[src/rtl/regfile_wb_arbiter_if.sv]
// Writeback bus between the two writeback requesters, decode reservations,
// the regfile write/read ports and the PC load path.
interface regfile_wb_arbiter_if #(
    parameter int DATA_WIDTH = 32,
    parameter int ADDR_WIDTH = 4
);
    logic                       req0_valid_i;
    logic [ADDR_WIDTH-1:0]      req0_addr_i;
    logic [DATA_WIDTH-1:0]      req0_data_i;
    logic                       req0_ready_o;
    logic                       req1_valid_i;
    logic [ADDR_WIDTH-1:0]      req1_addr_i;
    logic [DATA_WIDTH-1:0]      req1_data_i;
    logic                       req1_ready_o;
    logic                       reserve_valid_i;
    logic [ADDR_WIDTH-1:0]      reserve_addr_i;
    logic [ADDR_WIDTH-1:0]      read_addr_1_i;
    logic [ADDR_WIDTH-1:0]      read_addr_2_i;
    logic                       write_enable_o;
    logic [ADDR_WIDTH-1:0]      write_addr_o;
    logic [DATA_WIDTH-1:0]      write_data_o;
    logic                       pc_write_o;
    logic [DATA_WIDTH-1:0]      pc_data_o;
    logic                       hazard_1_o;
    logic                       hazard_2_o;
    logic [2**ADDR_WIDTH-1:0]   pending_o;

    modport master (
        output req0_valid_i, req0_addr_i, req0_data_i,
        output req1_valid_i, req1_addr_i, req1_data_i,
        output reserve_valid_i, reserve_addr_i, read_addr_1_i, read_addr_2_i,
        input  req0_ready_o, req1_ready_o,
        input  write_enable_o, write_addr_o, write_data_o,
        input  pc_write_o, pc_data_o, hazard_1_o, hazard_2_o, pending_o
    );

    modport slave (
        input  req0_valid_i, req0_addr_i, req0_data_i,
        input  req1_valid_i, req1_addr_i, req1_data_i,
        input  reserve_valid_i, reserve_addr_i, read_addr_1_i, read_addr_2_i,
        output req0_ready_o, req1_ready_o,
        output write_enable_o, write_addr_o, write_data_o,
        output pc_write_o, pc_data_o, hazard_1_o, hazard_2_o, pending_o
    );
endinterface

[src/rtl/regfile_wb_arbiter.sv]
// Round-robin arbiter sharing the regfile write port between ALU and load
// writebacks, with R15 redirected to the PC and a pending-write scoreboard.
module regfile_wb_arbiter #(
    parameter int DATA_WIDTH = 32,
    parameter int ADDR_WIDTH = 4,
    parameter int PC_ADDR    = 15
) (
    input logic                 clk_i,
    input logic                 rst_i,
    regfile_wb_arbiter_if.slave bus
);
    localparam int                    NUM_REGS = 2**ADDR_WIDTH;
    localparam logic [ADDR_WIDTH-1:0] PC_IDX   = ADDR_WIDTH'(PC_ADDR);

    typedef enum logic {
        GRANT_REQ0 = 1'b0,
        GRANT_REQ1 = 1'b1
    } grant_t;

    grant_t                  last_grant;
    grant_t                  last_grant_next;
    logic                    grant0;
    logic                    grant1;
    logic                    transfer;
    logic [ADDR_WIDTH-1:0]   grant_addr;
    logic [DATA_WIDTH-1:0]   grant_data;
    logic [NUM_REGS-1:0]     pending;
    logic [NUM_REGS-1:0]     pending_next;
    logic                    write_enable;
    logic [ADDR_WIDTH-1:0]   write_addr;
    logic [DATA_WIDTH-1:0]   write_data;
    logic                    pc_write;
    logic [DATA_WIDTH-1:0]   pc_data;

    // Grants are masked during reset so nothing transfers while the state is cleared.
    always_comb begin
        grant0          = 1'b0;
        grant1          = 1'b0;
        last_grant_next = last_grant;
        if (!rst_i) begin
            if (bus.req0_valid_i && bus.req1_valid_i) begin
                if (last_grant == GRANT_REQ1) begin
                    grant0 = 1'b1;
                end else begin
                    grant1 = 1'b1;
                end
            end else begin
                grant0 = bus.req0_valid_i;
                grant1 = bus.req1_valid_i;
            end
        end
        if (grant0) begin
            last_grant_next = GRANT_REQ0;
        end else if (grant1) begin
            last_grant_next = GRANT_REQ1;
        end
        transfer   = grant0 | grant1;
        grant_addr = grant1 ? bus.req1_addr_i : bus.req0_addr_i;
        grant_data = grant1 ? bus.req1_data_i : bus.req0_data_i;
    end

    // Reservation is applied after the clear so a same-cycle reserve wins.
    always_comb begin
        pending_next = pending;
        if (transfer) begin
            pending_next[grant_addr] = 1'b0;
        end
        if (bus.reserve_valid_i && (bus.reserve_addr_i != PC_IDX)) begin
            pending_next[bus.reserve_addr_i] = 1'b1;
        end
        pending_next[PC_IDX] = 1'b0;
    end

    always_ff @(posedge clk_i or posedge rst_i) begin
        if (rst_i) begin
            last_grant   <= GRANT_REQ1;
            pending      <= '0;
            write_enable <= 1'b0;
            write_addr   <= '0;
            write_data   <= '0;
            pc_write     <= 1'b0;
            pc_data      <= '0;
        end else begin
            last_grant   <= last_grant_next;
            pending      <= pending_next;
            write_enable <= 1'b0;
            pc_write     <= 1'b0;
            if (transfer) begin
                if (grant_addr == PC_IDX) begin
                    pc_write <= 1'b1;
                    pc_data  <= grant_data;
                end else begin
                    write_enable <= 1'b1;
                    write_addr   <= grant_addr;
                    write_data   <= grant_data;
                end
            end
        end
    end

    assign bus.req0_ready_o   = grant0;
    assign bus.req1_ready_o   = grant1;
    assign bus.write_enable_o = write_enable;
    assign bus.write_addr_o   = write_addr;
    assign bus.write_data_o   = write_data;
    assign bus.pc_write_o     = pc_write;
    assign bus.pc_data_o      = pc_data;
    assign bus.pending_o      = pending;
    assign bus.hazard_1_o     = (bus.read_addr_1_i != PC_IDX) && pending[bus.read_addr_1_i];
    assign bus.hazard_2_o     = (bus.read_addr_2_i != PC_IDX) && pending[bus.read_addr_2_i];
endmodule

[src/flat_wrapper.sv]
// flat-port wrapper written by rule: the top's interface ports become plain ports
module regfile_wb_arbiter_flat 
#(
    parameter int DATA_WIDTH = 32,
    parameter int ADDR_WIDTH = 4,
    parameter int PC_ADDR    = 15
)
  (clk_i, rst_i, bus_req0_valid_i, bus_req0_addr_i, bus_req0_data_i, bus_req1_valid_i, bus_req1_addr_i, bus_req1_data_i, bus_reserve_valid_i, bus_reserve_addr_i, bus_read_addr_1_i, bus_read_addr_2_i, bus_req0_ready_o, bus_req1_ready_o, bus_write_enable_o, bus_write_addr_o, bus_write_data_o, bus_pc_write_o, bus_pc_data_o, bus_hazard_1_o, bus_hazard_2_o, bus_pending_o);
  regfile_wb_arbiter_if #(.DATA_WIDTH(DATA_WIDTH), .ADDR_WIDTH(ADDR_WIDTH)) bus_i ();
  input logic clk_i;
  input logic rst_i;
  input wire logic [$bits(bus_i.req0_valid_i)-1:0] bus_req0_valid_i;
  input wire logic [$bits(bus_i.req0_addr_i)-1:0] bus_req0_addr_i;
  input wire logic [$bits(bus_i.req0_data_i)-1:0] bus_req0_data_i;
  input wire logic [$bits(bus_i.req1_valid_i)-1:0] bus_req1_valid_i;
  input wire logic [$bits(bus_i.req1_addr_i)-1:0] bus_req1_addr_i;
  input wire logic [$bits(bus_i.req1_data_i)-1:0] bus_req1_data_i;
  input wire logic [$bits(bus_i.reserve_valid_i)-1:0] bus_reserve_valid_i;
  input wire logic [$bits(bus_i.reserve_addr_i)-1:0] bus_reserve_addr_i;
  input wire logic [$bits(bus_i.read_addr_1_i)-1:0] bus_read_addr_1_i;
  input wire logic [$bits(bus_i.read_addr_2_i)-1:0] bus_read_addr_2_i;
  output wire logic [$bits(bus_i.req0_ready_o)-1:0] bus_req0_ready_o;
  output wire logic [$bits(bus_i.req1_ready_o)-1:0] bus_req1_ready_o;
  output wire logic [$bits(bus_i.write_enable_o)-1:0] bus_write_enable_o;
  output wire logic [$bits(bus_i.write_addr_o)-1:0] bus_write_addr_o;
  output wire logic [$bits(bus_i.write_data_o)-1:0] bus_write_data_o;
  output wire logic [$bits(bus_i.pc_write_o)-1:0] bus_pc_write_o;
  output wire logic [$bits(bus_i.pc_data_o)-1:0] bus_pc_data_o;
  output wire logic [$bits(bus_i.hazard_1_o)-1:0] bus_hazard_1_o;
  output wire logic [$bits(bus_i.hazard_2_o)-1:0] bus_hazard_2_o;
  output wire logic [$bits(bus_i.pending_o)-1:0] bus_pending_o;
  assign bus_i.req0_valid_i = bus_req0_valid_i;
  assign bus_i.req0_addr_i = bus_req0_addr_i;
  assign bus_i.req0_data_i = bus_req0_data_i;
  assign bus_i.req1_valid_i = bus_req1_valid_i;
  assign bus_i.req1_addr_i = bus_req1_addr_i;
  assign bus_i.req1_data_i = bus_req1_data_i;
  assign bus_i.reserve_valid_i = bus_reserve_valid_i;
  assign bus_i.reserve_addr_i = bus_reserve_addr_i;
  assign bus_i.read_addr_1_i = bus_read_addr_1_i;
  assign bus_i.read_addr_2_i = bus_read_addr_2_i;
  assign bus_req0_ready_o = bus_i.req0_ready_o;
  assign bus_req1_ready_o = bus_i.req1_ready_o;
  assign bus_write_enable_o = bus_i.write_enable_o;
  assign bus_write_addr_o = bus_i.write_addr_o;
  assign bus_write_data_o = bus_i.write_data_o;
  assign bus_pc_write_o = bus_i.pc_write_o;
  assign bus_pc_data_o = bus_i.pc_data_o;
  assign bus_hazard_1_o = bus_i.hazard_1_o;
  assign bus_hazard_2_o = bus_i.hazard_2_o;
  assign bus_pending_o = bus_i.pending_o;
  regfile_wb_arbiter #(.DATA_WIDTH(DATA_WIDTH), .ADDR_WIDTH(ADDR_WIDTH), .PC_ADDR(PC_ADDR)) u_core (.clk_i(clk_i), .rst_i(rst_i), .bus(bus_i));
endmodule
[config.mk]
export PLATFORM = sky130hd
export DESIGN_NAME = regfile_wb_arbiter_flat
export DESIGN_NICKNAME = d
export VERILOG_FILES = /design/src/rtl/regfile_wb_arbiter_if.sv /design/src/rtl/regfile_wb_arbiter.sv /design/src/flat_wrapper.sv
export SDC_FILE = /design/constraint.sdc
export NUM_CORES = 1
export LEC_CHECK = 0
export BUFFER_PORTS_ARGS = -buffer_cell sky130_fd_sc_hd__buf_2
export CORE_MARGIN = 2
export CORE_UTILIZATION = 36
export DETAILED_ROUTE_END_ITERATION = 8
export GPL_TIMING_DRIVEN = 0
export PLACE_DENSITY = 0.62
export SLEW_MARGIN = 40
export SYNTH_ARGS = -nofsm -noshare
export SYNTH_HDL_FRONTEND = slang
export SYNTH_SLANG_ARGS = --single-unit
[constraint.sdc]
create_clock -name clk_i -period 3.6 [get_ports clk_i]
set_clock_uncertainty 0.15 [all_clocks]
set_input_delay 0.18 -clock clk_i [delete_from_list [all_inputs] [get_ports clk_i]]
set_output_delay 0.18 -clock clk_i [all_outputs]
set_load 0.01 [all_outputs]
==> summary.md <==
| Metric | Value |
|---|---|
| Status | `completed` |
| Yosys cell types | `51` |
| DR vias/cell | `5.28` |
| Drt pass-1 iters | `4` |
| Max-slew violation count | `0` |
| Core area | `0.0119 mm^2` |
| Register share of total power | `42.2%` |
| Total die area | `0.0130 mm^2` |
| Clock root cell | `clkbuf_16` |
| Worst-Margin Slew | `0.641 ns` |
| Fin. Hold Viols | `0` |
| RSZ-0062 raised after global routing | `false` |
| Final cycle utilization of the critical path | `72.5%` |
| Post-synth EDFFs | `0` |
| Skew-Pair Late Insertion Delay | `0.34 ns` |
| Pwr dens | `521 mW/mm^2` |
| Crit. End Element | `register` |
| Area grow syn2layout | `32.4%` |
| CTS max path bufs | `2` |
| Clock share of power | `32.3%` |
| Via count of the first global-routing pass | `3862` |
| Post-synthesis instance area | `0.00437 mm^2` |
| Internal | `2120 uW` |
| I/O pin cnt | `179` |
| Worst-path fanout max | `10` |
| Crit Path Class | `reg2reg` |
| Routed WL per cell | `18.1 um` |
| Final worst path period need | `2.61 ns` |
| Final setup fails | `0` |
| Post-CTS Setup Bufs | `0` |
| Footprint of the multi-input gates | `0.00208 mm^2` |
| Top_reg_cell synth | `dfrtp_1` |
| Antenna cell count | `0` |
| GRT Overall Usage | `19.6%` |
| Async SR Flop Fraction | `100%` |
| Fillers | `1102` |
| Final wirelength | `12.3 mm` |
| Area leader, netlist | `dfrtp_1` |
| Initial Utilization | `36.7%` |
| Sequential cell area | `0.00215 mm^2` |
| Largest family of logic cells by synthesized area | `multiplexers` |
| Most instantiated cells after synthesis | `95 x mux2_2, 85 x dfrtp_1, 12 x o21ai_0` |
| Post-synthesis simple-gate area fraction | `8.13%` |
| CTS H-tree depth | `3` |
| CTS sink cnt | `86` |
| Logic pwr share | `25.5%` |
| DRT iter0 DRCs | `150` |
| Mapped Avg Cell Area | `13.0 um^2` |
| Syn Nets | `426` |
| Post-CTS Resized | `0` |
| Post-synthesis compound-gate area fraction | `11.0%` |
| Post-Synth XOR/XNOR Area | `0%` |
| Hold Path Class | `in2async` |
| Share of cells above drive strength 1 | `59.8%` |
| # Max-Cap Violations | `0` |
| Most numerous cell in the Yosys netlist | `mux2_2` |
| Fin nets | `614` |
| Largest net degree at the start of global routing | `60` |
| CTS buffer count | `9` |
| Initial antenna violation count | `0` |
| Multiplexer share of the synthesized area | `28.3%` |
| Cell leakage power | `0.00261 uW` |
| Final instance count without filler cells | `677` |
| Reg clk slew, reported paths | `0.07 ns` |
| DP Wirelength | `9.29 mm` |
| Vias | `3573` |
| Yosys warnings | `0` |
| Cells after synthesis | `337` |
| PortBufs | `175` |
| Final design utilization | `48.6%` |
| Synth Area in Adders | `0%` |
| GRT overflow | `0` |
| Switching share of power | `29.7%` |
| Top cell type's share of synthesized area | `48.7%` |
| DRC | `0` |
| Fmax | `0.383 GHz` |
| Max_slew headroom | `57.2%` |
| Crit path DAT | `2.69 ns` |
| Maximum VDD drop | `0.255 mV` |
| Global-route wire length before repair | `19.9 mm` |
| Die Ht | `114 um` |
| Routed Antenna Nets | `0` |
| Post-CTS Hold Buffers | `0` |
| Die W | `114 um` |
| Placed insts | `660` |
| Net Switching | `894 uW` |
| WP data required | `3.68 ns` |
| RePlAce Congestion | `0.869` |
| Cell Rows | `40` |
| Crit start category | `register` |
| CTS tree | `built` |
| #FFs+latches synth | `86` |
| Seq/Total Area, Yosys | `49.3%` |
| Area contributors post-synth | `dfrtp_1 49%, mux2_2 24%, mux4_2 3.1%` |
## area by class of cell
class,instances,area share [%]
sequential,86,37.2
multi-input combinational,226,35.9
timing repair buffer,177,15.7
clock buffer,10,4.13
tap,147,3.18
buffer,18,1.95
clock inverter,6,1.32
inverter,7,0.541
## critical path, stage by stage (launching register included)
cell      delay (ns)
dfstp_2         0.57
nand2_1         0.26
nand2_2         0.29
clkbuf_1        0.53
mux2_2          0.42
mux2_2          0.27
## through the flow
step | setup TNS (ns) | power, uW | cell area [um^2] | hold WS (ns) | setup slack, ns
after floorplan | 0 | 1700 | 4370 | 0.201 | 0.643
after global placement | -35.37 | 2040 | 5430 | 0.315 | -0.437
after detailed placement | 0 | 2060 | 5460 | 0.321 | 0.947
after CTS | 0 | 3050 | 5780 | 0.0188 | 0.938
after global routing | 0 | 3190 | 5780 | 0.0397 | 0.823
final | 0 | 3010 | 5780 | 0.0257 | 0.989
## kinds of logic after synthesis
group                  Yosys count
DFF                             86
muxes                          104
buffers and inverters           25
AOI/OAI and AO/OA               62
other                            1
and+or+nand+nor                 59
## cell usage in the layout, fill, tap and decap left out, types with 6 or more instances in the layout
cell type,Yosys,routed
a211o_1,7,7
buf_2,3,178
buf_4,5,6
clkbuf_1,6,6
clkbuf_16,0,9
dfrtp_1,85,85
inv_1,7,6
mux2_2,95,95
mux4_2,6,6
nand2_1,11,11
nand2b_1,8,8
nor2_1,8,8
o211ai_1,7,7
o21ai_0,12,12
## final timing paths
| check | to | depth (start not counted) | slack (ns) | startpoint |
|---|---|---|---|---|
| setup / recovery | u_core.bus.write_data_o[4] | 5 | 0.99 | u_core.last_grant |
| hold / removal | u_core.bus.write_data_o[28] | 3 | 0.03 | rst_i |
| setup reg to reg | u_core.bus.write_data_o[4] | 5 | 0.99 | u_core.last_grant |
| hold reg to reg | u_core.bus.write_data_o[21] | 1 | 0.34 | u_core.bus.write_data_o[21] |
| max in group asynchronous | u_core.bus.pc_data_o[2] | 4 | 2.71 | rst_i |
| min in group clk_i | u_core.bus.pending_o[11] | 3 | 0.03 | bus_reserve_addr_i[1] |
## registers in the layout, indices dropped and copies added (netlist names)
signal / count
u_core.bus.pc_data_o: 32
u_core.bus.pc_write_o: 1
u_core.bus.pending_o: 15
u_core.bus.write_addr_o: 4
u_core.bus.write_data_o: 32
u_core.bus.write_enable_o: 1
u_core.last_grant: 1
## power by group through the flow
stage                     logic, uW  registers, uW  clock network (uW)
after global routing            842           1300                1040
after CTS                       779           1270                 998
after global placement          760           1280                   0
after floorplan                 330           1370                   0
after detailed placement        777           1290                   0
final                           769           1270                 973
## metal layers
layer | part of all wire [%] | wire [um] | vias up | global-route usage [%]
met5 | 0 | 0 | - | 0
met2 | 49 | 5970 | 140 | 32.9
met3 | 8.2 | 1010 | 12 | 6.99
met1 | 42 | 5140 | 1754 | 24.0
met4 | 1.2 | 149 | 0 | 5.69
li1 | - | - | 1667 | -
(Power assumes the default switching activity.)
